[config.mk]
export PLATFORM = sky130hd
export DESIGN_NAME = alu_seq_unit_flat
export DESIGN_NICKNAME = d
export VERILOG_FILES = /design/src/rtl/alu_seq_pkg.sv /design/src/rtl/alu_seq_if.sv /design/src/rtl/alu_seq_core.sv /design/src/rtl/alu_seq_unit.sv /design/src/flat_wrapper.sv
export SDC_FILE = /design/constraint.sdc
export NUM_CORES = 1
export LEC_CHECK = 0
export CAP_MARGIN = 40
export CORE_UTILIZATION = 40
export DETAILED_ROUTE_END_ITERATION = 10
export GPL_TIMING_DRIVEN = 0
export PLACE_DENSITY_LB_ADDON = 0.3
export SYNTH_ARGS = -nofsm -noshare
export SYNTH_HDL_FRONTEND = slang
export SYNTH_SLANG_ARGS = --single-unit
[constraint.sdc]
create_clock -name clk -period 1.6 [get_ports clk]
set_clock_uncertainty 0.15 [all_clocks]
set_input_delay 0.16 -clock clk [delete_from_list [all_inputs] [get_ports clk]]
set_output_delay 0.16 -clock clk [all_outputs]
set_load 0.02 [all_outputs]
[src/rtl/alu_seq_pkg.sv]
// alu_seq_pkg: shared opcode, flag index and FSM state definitions for alu_seq_unit
package alu_seq_pkg;

   typedef enum logic [2:0] {
      ALU_ADD, ALU_SUB, ALU_AND, ALU_OR, ALU_XOR, ALU_SLL, ALU_SRL, ALU_SRA
   } alu_op_e;

   localparam int FLAG_N = 3;
   localparam int FLAG_Z = 2;
   localparam int FLAG_C = 1;
   localparam int FLAG_V = 0;

   typedef enum logic [1:0] {IDLE, SHIFT, DONE} state_e;

endpackage

[src/rtl/alu_seq_if.sv]
// alu_seq_if: valid/ready operand channel and result channel of alu_seq_unit
//   in_valid/in_ready/op_a/op_b/op_sel : operand and opcode channel
//   out_valid/out_ready/result/flags   : result channel, flags = {N, Z, C, V}
//   master drives operands and out_ready; slave is the ALU
interface alu_seq_if #(parameter int WIDTH = 4);

   logic             in_valid;
   logic             in_ready;
   logic [WIDTH-1:0] op_a;
   logic [WIDTH-1:0] op_b;
   logic [2:0]       op_sel;
   logic             out_valid;
   logic             out_ready;
   logic [WIDTH-1:0] result;
   logic [3:0]       flags;

   modport master (
      output in_valid, op_a, op_b, op_sel, out_ready,
      input  in_ready, out_valid, result, flags
   );

   modport slave (
      input  in_valid, op_a, op_b, op_sel, out_ready,
      output in_ready, out_valid, result, flags
   );

endinterface

[src/rtl/alu_seq_core.sv]
// alu_seq_core: combinational ADD/SUB/AND/OR/XOR with NZCV flags
//   a, b  : operands
//   op    : opcode; any non single-cycle opcode yields y=0, flags=4'b0101
//   y     : result
//   flags : {N, Z, C, V}
module alu_seq_core
   import alu_seq_pkg::*;
#(
   parameter int WIDTH = 4
) (
   input  logic [WIDTH-1:0] a,
   input  logic [WIDTH-1:0] b,
   input  alu_op_e          op,
   output logic [WIDTH-1:0] y,
   output logic [3:0]       flags
);

   logic             sub, arith, logic_op;
   logic [WIDTH-1:0] bx;
   logic [WIDTH:0]   sum;

   assign sub      = op == ALU_SUB;
   assign arith    = op == ALU_ADD || sub;
   assign logic_op = op inside {ALU_AND, ALU_OR, ALU_XOR};
   // SUB is A + ~B + 1, so the carry out is the "no borrow" flag
   assign bx  = sub ? ~b : b;
   assign sum = {1'b0, a} + {1'b0, bx} + (WIDTH+1)'(sub);
   assign y   = arith ? sum[WIDTH-1:0] :
                op == ALU_AND ? a & b :
                op == ALU_OR  ? a | b :
                op == ALU_XOR ? a ^ b : '0;

   always_comb begin
      flags         = '0;
      flags[FLAG_N] = y[WIDTH-1];
      flags[FLAG_Z] = y == '0;
      flags[FLAG_C] = arith & sum[WIDTH];
      // V doubles as the error marker for opcodes this core cannot execute
      flags[FLAG_V] = arith ? (a[WIDTH-1] == bx[WIDTH-1]) && (y[WIDTH-1] != a[WIDTH-1]) : !logic_op;
   end

endmodule

[src/rtl/alu_seq_unit.sv]
// alu_seq_unit: handshaked ALU, single-cycle arithmetic/logic, one-bit-per-cycle shifts
//   clk, rst : clock, asynchronous active-high reset
//   bus      : alu_seq_if slave (operand channel in, result/flags channel out)
//   ALU_SEQ_SRA_EN : when defined, op_sel=7 is an iterative arithmetic shift right;
//                    otherwise op_sel=7 is illegal and returns 0 with flags 4'b0101
module alu_seq_unit
   import alu_seq_pkg::*;
#(
   parameter int WIDTH = 4
) (
   input  logic     clk,
   input  logic     rst,
   alu_seq_if.slave bus
);

   localparam int SHAMT_W = $clog2(WIDTH) + 1;

   state_e               state, state_n;
   alu_op_e              op_in, op_r;
   logic [WIDTH-1:0]     wr, core_y, step_y, res_r;
   logic [SHAMT_W-1:0]   cnt;
   logic [3:0]           core_f, flg_r;
   logic                 accept, is_shift, step_c;

   assign op_in = alu_op_e'(bus.op_sel);
`ifdef ALU_SEQ_SRA_EN
   assign is_shift = op_in inside {ALU_SLL, ALU_SRL, ALU_SRA};
`else
   assign is_shift = op_in inside {ALU_SLL, ALU_SRL};
`endif

   assign bus.in_ready  = state == IDLE;
   assign bus.out_valid = state == DONE;
   assign bus.result    = res_r;
   assign bus.flags     = flg_r;
   assign accept        = bus.in_valid && bus.in_ready;

   alu_seq_core #(.WIDTH(WIDTH)) core (
      .a     (bus.op_a),
      .b     (bus.op_b),
      .op    (op_in),
      .y     (core_y),
      .flags (core_f)
   );

   // one shift step; SRA only reaches here when the feature is enabled
   assign step_y = op_r == ALU_SLL ? {wr[WIDTH-2:0], 1'b0} : {op_r == ALU_SRA && wr[WIDTH-1], wr[WIDTH-1:1]};
   assign step_c = op_r == ALU_SLL ? wr[WIDTH-1] : wr[0];

   always_comb begin
      state_n = state;
      if (accept)
         state_n = (is_shift && bus.op_b != '0) ? SHIFT : DONE;
      if (state == SHIFT && cnt == SHAMT_W'(1))
         state_n = DONE;
      if (state == DONE && bus.out_ready)
         state_n = IDLE;
   end

   always_ff @(posedge clk or posedge rst)
      if (rst) state <= IDLE;
      else     state <= state_n;

   always_ff @(posedge clk or posedge rst) begin
      if (rst) begin
         op_r  <= ALU_ADD;
         wr    <= '0;
         cnt   <= '0;
         res_r <= '0;
         flg_r <= '0;
      end else if (accept) begin
         op_r  <= op_in;
         wr    <= bus.op_a;
         // shifts of WIDTH or more behave exactly like a WIDTH-step shift
         cnt   <= (bus.op_b >= WIDTH'(WIDTH)) ? SHAMT_W'(WIDTH) : SHAMT_W'(bus.op_b);
         // a shift by 0 finishes here with the operand unchanged and C=V=0
         res_r <= is_shift ? bus.op_a : core_y;
         flg_r <= is_shift ? {bus.op_a[WIDTH-1], bus.op_a == '0, 2'b00} : core_f;
      end else if (state == SHIFT) begin
         wr  <= step_y;
         cnt <= cnt - SHAMT_W'(1);
         if (cnt == SHAMT_W'(1)) begin
            res_r <= step_y;
            flg_r <= {step_y[WIDTH-1], step_y == '0, step_c, 1'b0};
         end
      end
   end

endmodule

[src/flat_wrapper.sv]
// flat-port wrapper written by rule: the top's interface ports become plain ports
module alu_seq_unit_flat import alu_seq_pkg::*;
#(
   parameter int WIDTH = 4
)
  (clk, rst, bus_in_valid, bus_op_a, bus_op_b, bus_op_sel, bus_out_ready, bus_in_ready, bus_out_valid, bus_result, bus_flags);
  alu_seq_if #(.WIDTH(WIDTH)) bus_i ();
  input  logic clk;
  input  logic rst;
  input wire logic [$bits(bus_i.in_valid)-1:0] bus_in_valid;
  input wire logic [$bits(bus_i.op_a)-1:0] bus_op_a;
  input wire logic [$bits(bus_i.op_b)-1:0] bus_op_b;
  input wire logic [$bits(bus_i.op_sel)-1:0] bus_op_sel;
  input wire logic [$bits(bus_i.out_ready)-1:0] bus_out_ready;
  output wire logic [$bits(bus_i.in_ready)-1:0] bus_in_ready;
  output wire logic [$bits(bus_i.out_valid)-1:0] bus_out_valid;
  output wire logic [$bits(bus_i.result)-1:0] bus_result;
  output wire logic [$bits(bus_i.flags)-1:0] bus_flags;
  assign bus_i.in_valid = bus_in_valid;
  assign bus_i.op_a = bus_op_a;
  assign bus_i.op_b = bus_op_b;
  assign bus_i.op_sel = bus_op_sel;
  assign bus_i.out_ready = bus_out_ready;
  assign bus_in_ready = bus_i.in_ready;
  assign bus_out_valid = bus_i.out_valid;
  assign bus_result = bus_i.result;
  assign bus_flags = bus_i.flags;
  alu_seq_unit #(.WIDTH(WIDTH)) u_core (.clk(clk), .rst(rst), .bus(bus_i));
endmodule
==> results of run 1 <==
-- registers in the layout (all words and copies together), names as in the netlist --
| name | count |
|---|---|
| u_core.bus.flags | 4 |
| u_core.wr | 4 |
| u_core.bus.result | 3 |
| u_core.cnt | 3 |
| u_core.op_r | 3 |
| u_core.state | 2 |
-- final cells by class --
class | count | area share [%]
Buffer | 9 | 3.79
Clock buffer | 4 | 2.13
Inverter | 12 | 2.13
Multi-Input combinational cell | 141 | 52.8
Sequential cell | 19 | 22.5
Tap cell | 48 | 2.84
Timing Repair Buffer | 32 | 13.8
-- cells in the mapped netlist (2+ instances only) --
| library cell | count | share of area (%) |
|---|---|---|
| sky130_fd_sc_hd__nor2b_1 | 5 | 2.0 |
| sky130_fd_sc_hd__dfrtp_1 | 19 | 30 |
| sky130_fd_sc_hd__inv_1 | 12 | 2.9 |
| sky130_fd_sc_hd__buf_2 | 5 | 1.6 |
| sky130_fd_sc_hd__nand3_1 | 4 | 1.3 |
| sky130_fd_sc_hd__nand2b_1 | 5 | 2.0 |
| sky130_fd_sc_hd__o21ai_0 | 9 | 2.9 |
| sky130_fd_sc_hd__nand3b_1 | 3 | 1.4 |
| sky130_fd_sc_hd__mux2i_1 | 3 | 1.9 |
| sky130_fd_sc_hd__ha_1 | 13 | 10 |
| sky130_fd_sc_hd__a22oi_1 | 3 | 1.4 |
| sky130_fd_sc_hd__nand2_1 | 15 | 3.6 |
| sky130_fd_sc_hd__o21ai_1 | 2 | 0.64 |
| sky130_fd_sc_hd__xnor2_1 | 8 | 4.5 |
| sky130_fd_sc_hd__a211oi_1 | 4 | 1.9 |
| sky130_fd_sc_hd__buf_6 | 2 | 1.4 |
| sky130_fd_sc_hd__o211ai_1 | 2 | 0.96 |
| sky130_fd_sc_hd__a31oi_1 | 4 | 1.6 |
| sky130_fd_sc_hd__nand4_1 | 2 | 0.80 |
| sky130_fd_sc_hd__a21oi_1 | 14 | 4.5 |
| sky130_fd_sc_hd__a21o_1 | 3 | 1.4 |
| sky130_fd_sc_hd__nor2_1 | 18 | 4.3 |
| sky130_fd_sc_hd__o21a_1 | 2 | 0.96 |
-- tightest hold or removal path: stages --
cell                      delay (ns)
sky130_fd_sc_hd__buf_6          0.13
sky130_fd_sc_hd__nand2_1        0.06
sky130_fd_sc_hd__nand2_1        0.04
-- layout by cell type (no fill, tap or decap), drive strengths merged, types with 2 or more instances in the layout --
cell / n
nand3b: 3
dfrtp: 19
a211oi: 4
buf: 20
dlygate4sd2: 8
nand4: 2
inv: 12
o21a: 2
a21oi: 15
a22oi: 3
o211ai: 2
a21o: 3
nand2b: 5
clkbuf: 5
mux2i: 3
clkdlybuf4s50: 11
nand3: 4
o21ai: 12
ha: 13
a31oi: 4
nand2: 16
nor2b: 5
nor2: 18
xnor2: 8
-- worst max path at each step --
stage | start | to | slack [ns] | cells past startpoint
6_report | bus_op_sel[2] | u_core.bus.result[1] | -0.48 | 10
3_3_place_gp | bus_op_sel[2] | u_core.bus.result[1] | -1.36 | 10
5_1_grt | bus_op_sel[2] | u_core.bus.flags[2] | -0.53 | 11
2_1_floorplan | bus_op_sel[2] | u_core.bus.result[1] | -0.65 | 9
3_5_place_dp | bus_op_sel[2] | u_core.bus.result[1] | -1.37 | 10
4_1_cts | bus_op_sel[2] | u_core.bus.result[1] | -0.48 | 10
-- metrics by stage --
step	setup slack, ns	utilization (%)
3_3_place_gp	-1.36	50.9
3_5_place_dp	-1.37	50.9
6_report	-0.485	56.9
5_1_grt	-0.529	56.9
2_1_floorplan	-0.655	-
4_1_cts	-0.480	56.4
-- power groups by stage --
stage / combinational (uW) / clock [uW] / sequential [uW]
floorplan: 978 / 0 / 973
global placement: 1520 / 0 / 918
detailed placement: 1550 / 0 / 928
CTS: 1600 / 342 / 926
global route: 1800 / 363 / 961
finish: 1640 / 339 / 930
-- logic make-up (layout without fill, tap and decap cells) --
| logic type | after synthesis | count (layout) |
|---|---|---|
| buf+inv | 21 | 57 |
| compound gates | 52 | 52 |
| mux | 5 | 5 |
| simple gates | 61 | 61 |
| fa+ha+maj | 14 | 14 |
| flops | 19 | 19 |
| xor+xnor | 9 | 9 |
-- metal layers --
metal  GRT usage [%]  vias up  wire length (microns)
li1                -      705                      -
met3            1.94        9                    194
met2            36.3       55                   2100
met4            11.7        0                     97
met1            27.6      703                   1740
met5               0        -                      0
-- repair_timing --
item / 4_1_cts / 5_1_grt
buffers inserted: 10 / 1
pin swaps: 14 / 5
setup endpoints to repair: 22 / 20
gates resized for setup: 38 / 5
==> impl_results.rst, run 1 <==
.. list-table::
   :header-rows: 1

   * - Metric
     - Value
   * - Total iterations of the first detailed-routing run
     - 4
   * - Fraction of the mapped netlist area in compound gates
     - 22.2%
   * - Worst slew margin relative to its limit
     - 52.2%
   * - Data arrival time of the critical path
     - about 2.1 ns
   * - Outcome
     - complete, but fails checks
   * - Family with the most delay on the worst path
     - simple AND/OR/NAND/NOR gates
   * - Register share of total power
     - approximately 32%
   * - Boundary Pins
     - 25
   * - Cell at the root of the clock tree
     - sky130_fd_sc_hd__clkbuf_8
   * - Reg-to-reg setup timing slack
     - -0.27 ns
   * - Biggest cell delay along the critical path
     - roughly 0.49 ns
   * - Unrepaired setup endpoints after global routing
     - true
   * - Post-Syn Nets
     - between 200 and 250
   * - GR Util All Layers
     - a little over a fifth
   * - Sw frac
     - a little over two fifths
   * - Critical Path Start Type
     - input port
   * - Avg Inst Size Synth
     - about 8.7 sq um
   * - Portion of the post-synthesis area used by sequential elements
     - 30.3%
   * - Slew @ Worst Pin
     - 0.716 ns
   * - First-pass GRT wire length
     - between 6 and 7 mm
   * - Adder-cell share of the synthesized area
     - a little under an eighth
   * - DRC Markers
     - 0
   * - Number of global-route vias before repair
     - roughly 1500
   * - Wire length per cell
     - about 16 microns
   * - Count of buffering cells on the critical path with inverters included
     - 3
   * - Dominant synthesized flop cell
     - sky130_fd_sc_hd__dfrtp_1
   * - CP Class
     - in -> reg
   * - Filler instances
     - about 340
   * - Proportion of layout cells with a drive suffix above 1
     - between 20% and 30%
   * - Final Instance Count excl. Fillers
     - 265
   * - Number of H-tree branching levels
     - 1
   * - Number of cells produced by synthesis
     - 181
   * - Count of final setup violators
     - 16
   * - Worst-path cell with the longest stage delay
     - sky130_fd_sc_hd__mux4_2
   * - Via density
     - roughly 5.6
   * - Combinational share of power
     - 56.3%
   * - Flip-flop and latch count after synthesis
     - 19
   * - Async SR Flop Fraction
     - 100%
   * - Clock Tree Buf Depth
     - 2
   * - Count of warnings emitted by yosys
     - 0
   * - Post-route cell area
     - 0.00211 sq mm
   * - Final Critical Period
     - 2.08 ns
   * - Number of pins with negative max-slew slack in the final report
     - 0
   * - Count of different cell masters after synthesis
     - 47
   * - Leakage
     - around 0.00097 uW
   * - Tot Pwr
     - approximately 2900 uW
   * - Clock tree sinks
     - 19
   * - Initial Utilization
     - between 40% and 50%
   * - Worst hold slack across all endpoints
     - 0.0213 ns
   * - Die outline area
     - about 0.0042 sq mm
   * - Diodes inserted
     - 0
   * - Clock tree from TritonCTS
     - done
   * - Sum of net half-perimeters after detailed placement
     - roughly 2.8 mm
   * - Final weighted congestion of routability-driven global placement
     - 0.851
   * - Dominant cell type by count on the critical path
     - sky130_fd_sc_hd__buf_8
   * - Max Freq
     - about 0.48 GHz
   * - Die Height
     - about 65 microns
   * - Peak ir drop on the vdd network
     - roughly 0.46 mV
   * - Main combinational cell family by area after synthesis
     - compound AO/OA/AOI/OAI gates
   * - Sort of element at the end of the critical path
     - flop
   * - Relative area change from synthesis to final layout
     - 34.9%
   * - Total number of vias
     - roughly 1500
   * - Post-detailed-routing wire length
     - between 4 and 5 mm
   * - Syn Std Cell Area
     - ~0.0016 sq mm
   * - Port Buffer Count
     - 22
   * - Total area of sequential cells
     - around 480 sq um
   * - Share of the synthesized netlist area taken by xor and xnor gates
     - about 5.0%
   * - Reg-to-reg endpoint
     - u_core.bus.result[2]
   * - Area of the multi-input gates
     - between 0.001 and 0.0015 sq mm
   * - Overall overflow remaining after global route
     - 0
   * - HP Class
     - in -> reg
   * - Die width
     - approximately 65 microns
   * - Clock transition at the registers of the reported paths
     - about 0.07 ns
   * - Clock latency on the worst-skew pair
     - 0.26 ns
   * - Share of cell area taken by muxes after synthesis
     - between 4 and 5%
   * - Inserted Clock Buffers
     - 3
   * - Final net count
     - ~250
   * - Hold EP
     - u_core.op_r[1]
   * - P_int
     - around 1700 uW
   * - Area of the core
     - between 0.003 and 0.004 sq mm
   * - Count of antenna-violating nets left after detailed routing
     - 0
   * - Placed cell count
     - between 200 and 300
   * - Start point of the worst min-delay path
     - bus_op_sel[1]
   * - Cell area reported after detailed placement
     - approximately 0.0019 sq mm
   * - CTS Hold Bufs
     - 0
   * - PnR worst setup slack
     - -0.485 ns
   * - Simple-gate portion of the synthesized area
     - about a fifth
   * - Worst R2R Path Depth
     - 5
   * - Required time of the critical path
     - approximately 1.6 ns
   * - Maximum number of pins on one net before global-route repair
     - 20
   * - Final hold viol count
     - 0
   * - Number of DRC markers in iteration 0
     - 93
   * - Part of the total power dissipated in the clock network
     - between 10% and 20%
   * - Crit-path max FO
     - 2
   * - Cells traversed along the worst timing path
     - buf_8 > buf_8 > nor2_4 > and2_4 > xnor2_2 > inv_1 > fa_2 > mux4_2 > or3_4 > o21ai_2
   * - Initial antenna violation count
     - 0
   * - Post-route clock period utilization
     - 130%
   * - Cell Pwr Density
     - ~1400 mW/mm^2
   * - Number of enable-type register cells in the synthesized netlist
     - 0
   * - Source of the worst register-to-register timing path
     - u_core.state[1]
   * - NetSw
     - ~1200 uW
   * - Summed negative setup slack over all endpoints
     - -2.99 ns
   * - Number of max-cap violations
     - 0
   * - Number of standard-cell rows in the floorplan
     - 22
   * - Hold-critical path depth
     - 3
   * - Violations in the final reports
     - negative setup slack
Power figures use the tool's default switching activity.
==> inputs of run 2 (changes only) <==
Settings changed: ABC_AREA from default to 0, SKIP_LAST_GASP from default to 1.
==> results of run 2 <==
Same layout as run 1: the final DEF is identical, and so are final timing and power.
==> inputs of run 3 (changes only) <==
Settings changed: CORE_MARGIN from default to 10, SYNTH_HIERARCHICAL from default to 1, TNS_END_PERCENT from default to 5.
==> run 3 against run 2 <==
Synthesized area grew 6.7%. First-iteration DRC count grew 87%. The flow still finishes with violations (negative setup slack). Combinational power grew 4%. Critical path type unchanged. Highest routed layer unchanged. Utilization shrank 2.2 points. Clock power grew 51%.
==> impl_results.rst, run 3 <==
.. list-table::
   :header-rows: 1

   * - Metric
     - Value
   * - Share of cell area taken by muxes after synthesis
     - under 10%
   * - Total area of sequential cells
     - 500 sq um
   * - CP Class
     - in -> reg
   * - Placed cell count
     - approximately 260
   * - Number of standard-cell rows in the floorplan
     - 23
   * - Fraction of the mapped netlist area in compound gates
     - 22.2%
   * - Final net count
     - roughly 250
   * - First-pass GRT wire length
     - 7.49 mm
   * - Sum of net half-perimeters after detailed placement
     - 3.18 mm
   * - Clock latency on the worst-skew pair
     - approximately 0.26 ns
   * - Top post-synthesis cells by area
     - sky130_fd_sc_hd__dfrtp_1 (30%), sky130_fd_sc_hd__ha_1 (10%), sky130_fd_sc_hd__nand2_1 (4.7%)
   * - Adder-cell share of the synthesized area
     - about an eighth
   * - Post-route clock period utilization
     - 157%
   * - Number of DRC markers in iteration 0
     - 174
   * - Async SR Flop Fraction
     - 100%
   * - Worst slew margin relative to its limit
     - around half
   * - Leakage
     - between 0.001 and 0.0015 uW
   * - Yosys top cell area share
     - between 20 and 30%
   * - Main combinational cell family by area after synthesis
     - compound AO/OA/AOI/OAI gates
   * - Wire length per cell
     - ~16 microns
   * - Cell Pwr Density
     - 1460 mW/mm^2
   * - Number of max-cap violations
     - 0
   * - Avg Inst Size Synth
     - 9.04 sq um
   * - HP Class
     - in -> reg
   * - Outcome
     - complete, but fails checks
   * - Number of H-tree branching levels
     - 1
   * - Number of global-route vias before repair
     - about 1600
   * - Final hold viol count
     - 0
   * - Die outline area
     - slightly above 0.007 sq mm
   * - Dominant synthesized flop cell
     - sky130_fd_sc_hd__dfrtp_1
   * - Inserted Clock Buffers
     - 3
   * - Unrepaired setup endpoints after global routing
     - true
   * - Clock tree from TritonCTS
     - done
   * - Die width
     - roughly 85 microns
   * - Clock transition at the registers of the reported paths
     - approximately 0.080 ns
   * - Cell at the root of the clock tree
     - sky130_fd_sc_hd__clkbuf_8
   * - Portion of the post-synthesis area used by sequential elements
     - between 20% and 30%
   * - Worst hold slack across all endpoints
     - between 0.1 and 0.15 ns
   * - Diodes inserted
     - 0
   * - Count of warnings emitted by yosys
     - 6
   * - Clock tree sinks
     - 20
   * - Port Buffer Count
     - 24
   * - Number of enable-type register cells in the synthesized netlist
     - 0
   * - Clock Tree Buf Depth
     - 2
   * - Worst-path cell with the longest stage delay
     - sky130_fd_sc_hd__or3b_4
   * - Proportion of layout cells with a drive suffix above 1
     - just under 20%
   * - Number of cells produced by synthesis
     - around 190
   * - PnR worst setup slack
     - -0.919 ns
   * - DRC Markers
     - 0
   * - Biggest cell delay along the critical path
     - approximately 0.47 ns
   * - Initial Utilization
     - about two fifths
   * - Overall overflow remaining after global route
     - 0
   * - Count of final setup violators
     - 10
   * - Cells traversed along the worst timing path
     - buf_8 > or3b_4 > xnor2_2 > ha_1 > nand2_2 > o311ai_4 > mux2_4 > a2111oi_4 > mux2i_1 > a22oi_2
   * - Slew @ Worst Pin
     - slightly below 0.8 ns
   * - Via density
     - around 5.6
   * - Max Freq
     - about 0.40 GHz
   * - Total number of vias
     - roughly 1500
   * - Peak ir drop on the vdd network
     - between 0.5 and 0.6 mV
   * - Family with the most delay on the worst path
     - compound AO/OA/AOI/OAI gates
   * - Boundary Pins
     - 25
   * - Tot Pwr
     - around 3200 uW
   * - Area of the core
     - about 0.0040 sq mm
   * - Critical Path Start Type
     - input port
   * - Required time of the critical path
     - 1.64 ns
   * - Data arrival time of the critical path
     - between 2 and 3 ns
   * - Filler instances
     - roughly 380
   * - Die Height
     - 84.7 microns
   * - Final weighted congestion of routability-driven global placement
     - about 0.84
   * - Commonest cells post-synth
     - sky130_fd_sc_hd__nand2_1 (21), sky130_fd_sc_hd__dfrtp_1 (20), sky130_fd_sc_hd__inv_1 (16)
   * - Sort of element at the end of the critical path
     - flop
   * - Initial antenna violation count
     - 0
   * - Crit-path max FO
     - 5
   * - Post-Place Setup Slack
     - -1.79 ns
   * - Most repeated cell in the gate-level netlist after synthesis
     - sky130_fd_sc_hd__nand2_1
   * - Post-Syn Nets
     - roughly 220
   * - Syn Std Cell Area
     - between 0.0015 and 0.002 sq mm
   * - Share of the synthesized netlist area taken by xor and xnor gates
     - roughly 3.7%
   * - Area of the multi-input gates
     - between 0.001 and 0.0015 sq mm
   * - Simple-gate portion of the synthesized area
     - 20.0%
   * - Count of different cell masters after synthesis
     - 60
   * - Count of buffering cells on the critical path with inverters included
     - 1
   * - Post-detailed-routing wire length
     - 4.31 mm
   * - Flip-flop and latch count after synthesis
     - 20
   * - Total iterations of the first detailed-routing run
     - 4
   * - Cell accounting for the most synthesized area
     - sky130_fd_sc_hd__dfrtp_1
   * - Count of antenna-violating nets left after detailed routing
     - 0
   * - Final Critical Period
     - about 2.5 ns
   * - Violations in the final reports
     - negative setup slack
   * - Relative area change from synthesis to final layout
     - 31.7%
   * - GR Util All Layers
     - about an eighth
   * - Number of pins with negative max-slew slack in the final report
     - 0
   * - Top library cells by usage in the layout, fill and taps aside
     - sky130_fd_sc_hd__nand2_1 (20), sky130_fd_sc_hd__dfrtp_1 (20), sky130_fd_sc_hd__clkdlybuf4s50_1 (19)
   * - Final Instance Count excl. Fillers
     - 270
   * - Maximum number of pins on one net before global-route repair
     - 21
-- run 3: power by group --
group | switching (uW) | internal [uW]
logic | 888 | 824
clock network | 179 | 334
registers | 226 | 756
total | 1290 | 1910
-- run 3: what timing repair did --
| action | 4_1_cts | 5_1_grt |
|---|---|---|
| endpoints found under the setup margin | 10 | 17 |
| buffers inserted | 3 | 2 |
| pin swaps | 7 | 7 |
| hold buffers | 1 | 2 |
| endpoints found under the hold margin | 2 | 2 |
| resized for setup | 23 | 9 |
-- run 3: final timing paths --
path / startpoint / endpoint / slack [ns] / depth (start not counted)
worst max-delay path: bus_op_sel[1] / u_core/bus.flags[2] / -0.92 / 10
worst min-delay path: bus_op_sel[2] / u_core/bus.result[3] / 0.11 / 4
worst max register to register: u_core/cnt[0] / u_core/bus.result[1] / 0.01 / 5
worst min register to register: u_core/bus.result[3] / u_core/bus.result[3] / 0.37 / 2
max in group asynchronous: rst / u_core/state[1] / 0.62 / 2
min in group asynchronous: rst / u_core/op_r[0] / 0.18 / 2
-- run 3: final cells by class --
type	count	share of cell area (%)
inverter	16	2.73
tap	50	2.84
clock inverter	1	1.36
clock buffer	3	1.87
timing repair buffer	32	14.5
sequential	20	22.7
buffer	8	2.73
multi-input combinational	140	51.2
-- run 3: cell families (layout without fill, tap and decap cells) --
kind of cell               after synthesis  after routing
DFF                                     20             20
buffers and inverters                   25             60
muxes                                    8              8
AOI/OAI and AO/OA                       49             49
adders and majority gates               15             15
and+or+nand+nor                         61             61
xor gates and xnor gates                 7              7
-- run 3: tightest hold or removal path, cell delays in order --
cell                       delay [ns]
sky130_fd_sc_hd__buf_6           0.10
sky130_fd_sc_hd__nand2_1         0.06
sky130_fd_sc_hd__a32oi_1         0.09
sky130_fd_sc_hd__nand2b_1        0.07
-- run 3: through the flow --
step	instance area [sq um]	TNS, ns	util, %
global placement	1990	-11.66	49.3
finish	2200	-5.84	54.7
global route	2200	-7.17	54.7
detailed placement	1990	-11.82	49.3
floorplan	1690	-4.95	-
CTS	2120	-6.07	52.7
-- run 3: layer usage --
layer / global-route usage (%) / part of all wire, % / wire [microns] / vias to the layer above
li1: - / - / - / 730
met1: 15.4 / 44 / 1880 / 722
met2: 20.6 / 49 / 2100 / 53
met3: 1.55 / 6.1 / 265 / 8
met4: 4.64 / 1.5 / 63 / 0
met5: 0 / 0 / 0 / -
==> patch: new RTL, settings of run 3 <==
Reset style: synchronous (`rst`), changed in 2 clocked blocks. Comments in the files are not updated.
--- a/src/rtl/alu_seq_unit.sv
+++ b/src/rtl/alu_seq_unit.sv
@@ -57,11 +57,11 @@
          state_n = IDLE;
    end
 
-   always_ff @(posedge clk or posedge rst)
+   always_ff @(posedge clk)
       if (rst) state <= IDLE;
       else     state <= state_n;
 
-   always_ff @(posedge clk or posedge rst) begin
+   always_ff @(posedge clk) begin
       if (rst) begin
          op_r  <= ALU_ADD;
          wr    <= '0;
Formal check against the unedited RTL: differs if rst is asserted again (counterexample within 4 cycles, from zero or initial values and one cycle with rst high); with rst held inactive, the same outputs for 10 cycles.
==> patch against run 3 <==
  * The run ends with negative hold slack, negative setup slack left
  * Area after synthesis shrank 4.7%
  * Routed wire length shrank 2.6%
  * Setup slack lost 68 ps
  * Design area shrank 4.6%
  * Sequential cell count is the same
  * Critical path type unchanged
  * Largest cell class unchanged
  * Highest routed layer unchanged
Power is not compared: it rests on default switching activity, and its combinational part moved more than twofold at a synthesized area within 25%.
==> patch: results (changes against run 3) <==
status=finished with violations; failing checks=negative hold slack, negative setup slack; Worst EP arrival=2630 ps (+70 ps); Worst Hold Slack=-5.07 ps (-112 ps); Synth async-reset ratio=0% (-100 points); Synth Net Count=220 (+2.3%); IO Port Bufs=24 (unchanged); initial antenna violation count=0 (unchanged); Min-Delay Path Class=primary input to flop; final setup vio count=10 (unchanged); first-pass GRT wire length=7.16 mm (-4.4%); Num CTS Buffers=3 (unchanged); layout cells sized above 1=17.0% (-2.5 points); post-DP HPWL=3.17 mm (-0.36%); Pleak=approximately 0.89 nW; area post-placement=1940 um2 (-2.6%); yosys warns=6 (unchanged); sequential area share after synthesis=25.1% (-4.8 points); RePlAce Congestion=0.903 (+6.9%); Fillers=348 (-7.4%); top post-synthesis cells by area=dfxtp_1, ha_1, a21oi_1; top layer used by detailed routing=met4; Global Route Usage Sum=12.1% (-0.16 points); detailed router's first-iteration violation count=96 (-45%); met2 WL=1.92 mm (-8.4%); Final nets=254 (+1.2%); Post-synth top cells=dfxtp_1, nand2_1, nor2_1; Worst-Margin Slew=486 ps (-290 ps); vias in the first global route=1431 (-9.1%); CTS H-tree lvls=1 (unchanged); TritonRoute pass-1 iters=4 (unchanged); fin worst setup slack=-988 ps (-68.5 ps); DRT met1 WL=1.93 mm (+2.6%); Critical Path Fanout Max=5 (unchanged); Clk Latency, worst-skew pair=260 ps (about the same); Final Hold Fails=2 (+2); met3 WL=277 um (+4.5%); Antenna Cells=0 (unchanged); Max clock buf depth=2 (unchanged); Worst-path clk slew=80 ps (about the same); Distinct cells, synth=53 (-12%); Root Buffer=clkbuf_8; routed vias/inst=5.50 (-1.8%); pin count of the biggest net entering global routing=12 (-43%); highest ir drop seen on vdd=0.000501 V; Total Wirelength=4.20 mm (-2.6%)
-- patch: area by class of cell --
class | count | share of cell area (%)
timing repair buffer | 30 | 14.3
inverter | 13 | 2.32
buffer | 10 | 2.44
tap | 48 | 2.86
clock buffer | 4 | 2.62
sequential | 20 | 19.0
multi-input combinational | 146 | 56.4
-- patch: cell families (layout without fill, tap and decap cells) --
logic type	Yosys count	in the layout	synth area share, %
AOI/OAI and AO/OA	54	54	26.5
xor gates and xnor gates	6	6	3.30
adders and majority gates	15	15	12.2
buffers and inverters	24	57	6.75
DFF	20	20	25.1
muxes	9	9	5.89
and+or+nand+nor	62	62	20.2
-- patch: worst max-delay path: stages --
cell and delay [ps]:
buf_8 100, or3b_4 480, xnor2_4 190, ha_4 290, nand2_4 50, o311ai_4 330, mux2_4 360, a2111oi_4 340
mux2i_1 130, a211oi_2 190
-- patch: per-layer routing --
| metal | vias up | track usage, % |
|---|---|---|
| li1 | 750 | - |
| met1 | 694 | 16.0 |
| met2 | 39 | 18.6 |
| met3 | 8 | 3.22 |
| met4 | 0 | 3.38 |
| met5 | - | 0 |
-- patch: path summary, 6_finish.rpt --
check,start,end,slack (ps),cells after the start
worst max register to register,u_core/cnt[1],u_core/bus.result[2],-40,7
worst max-delay path,bus_op_sel[1],u_core/bus.flags[2],-990,10
worst min register to register,u_core/cnt[2],u_core/cnt[2],340,2
worst min-delay path,bus_op_sel[2],u_core/op_r[2],-5,3
-- patch: report_power, final --
group / internal (W) / switching [W]
Combinational: 0.000288 / 0.000313
Sequential: 0.000545 / 0.0000396
Clock: 0.000219 / 0.000172
Total: 0.00105 / 0.000525
-- patch: through the flow --
step	worst slack, ps	total power, W	util, %	std cells	TNS (ps)
finish	-988	0.00158	56.1	271	-6510
detailed placement	-1740	0.00115	51.7	262	-13950
global route	-1070	0.00167	56.1	271	-7960
global placement	-1720	0.00114	51.7	262	-13860
floorplan	-1030	0.000956	-	190	-5690
CTS	-1000	0.00156	54.4	270	-6510
-- patch: timing repair --
item,4_1_cts,5_1_grt
setup buffers,4,1
hold buffers,0,1
endpoints found under the setup margin,10,22
endpoints found under the hold margin,0,1
pin swaps,5,8
resized for setup,15,13
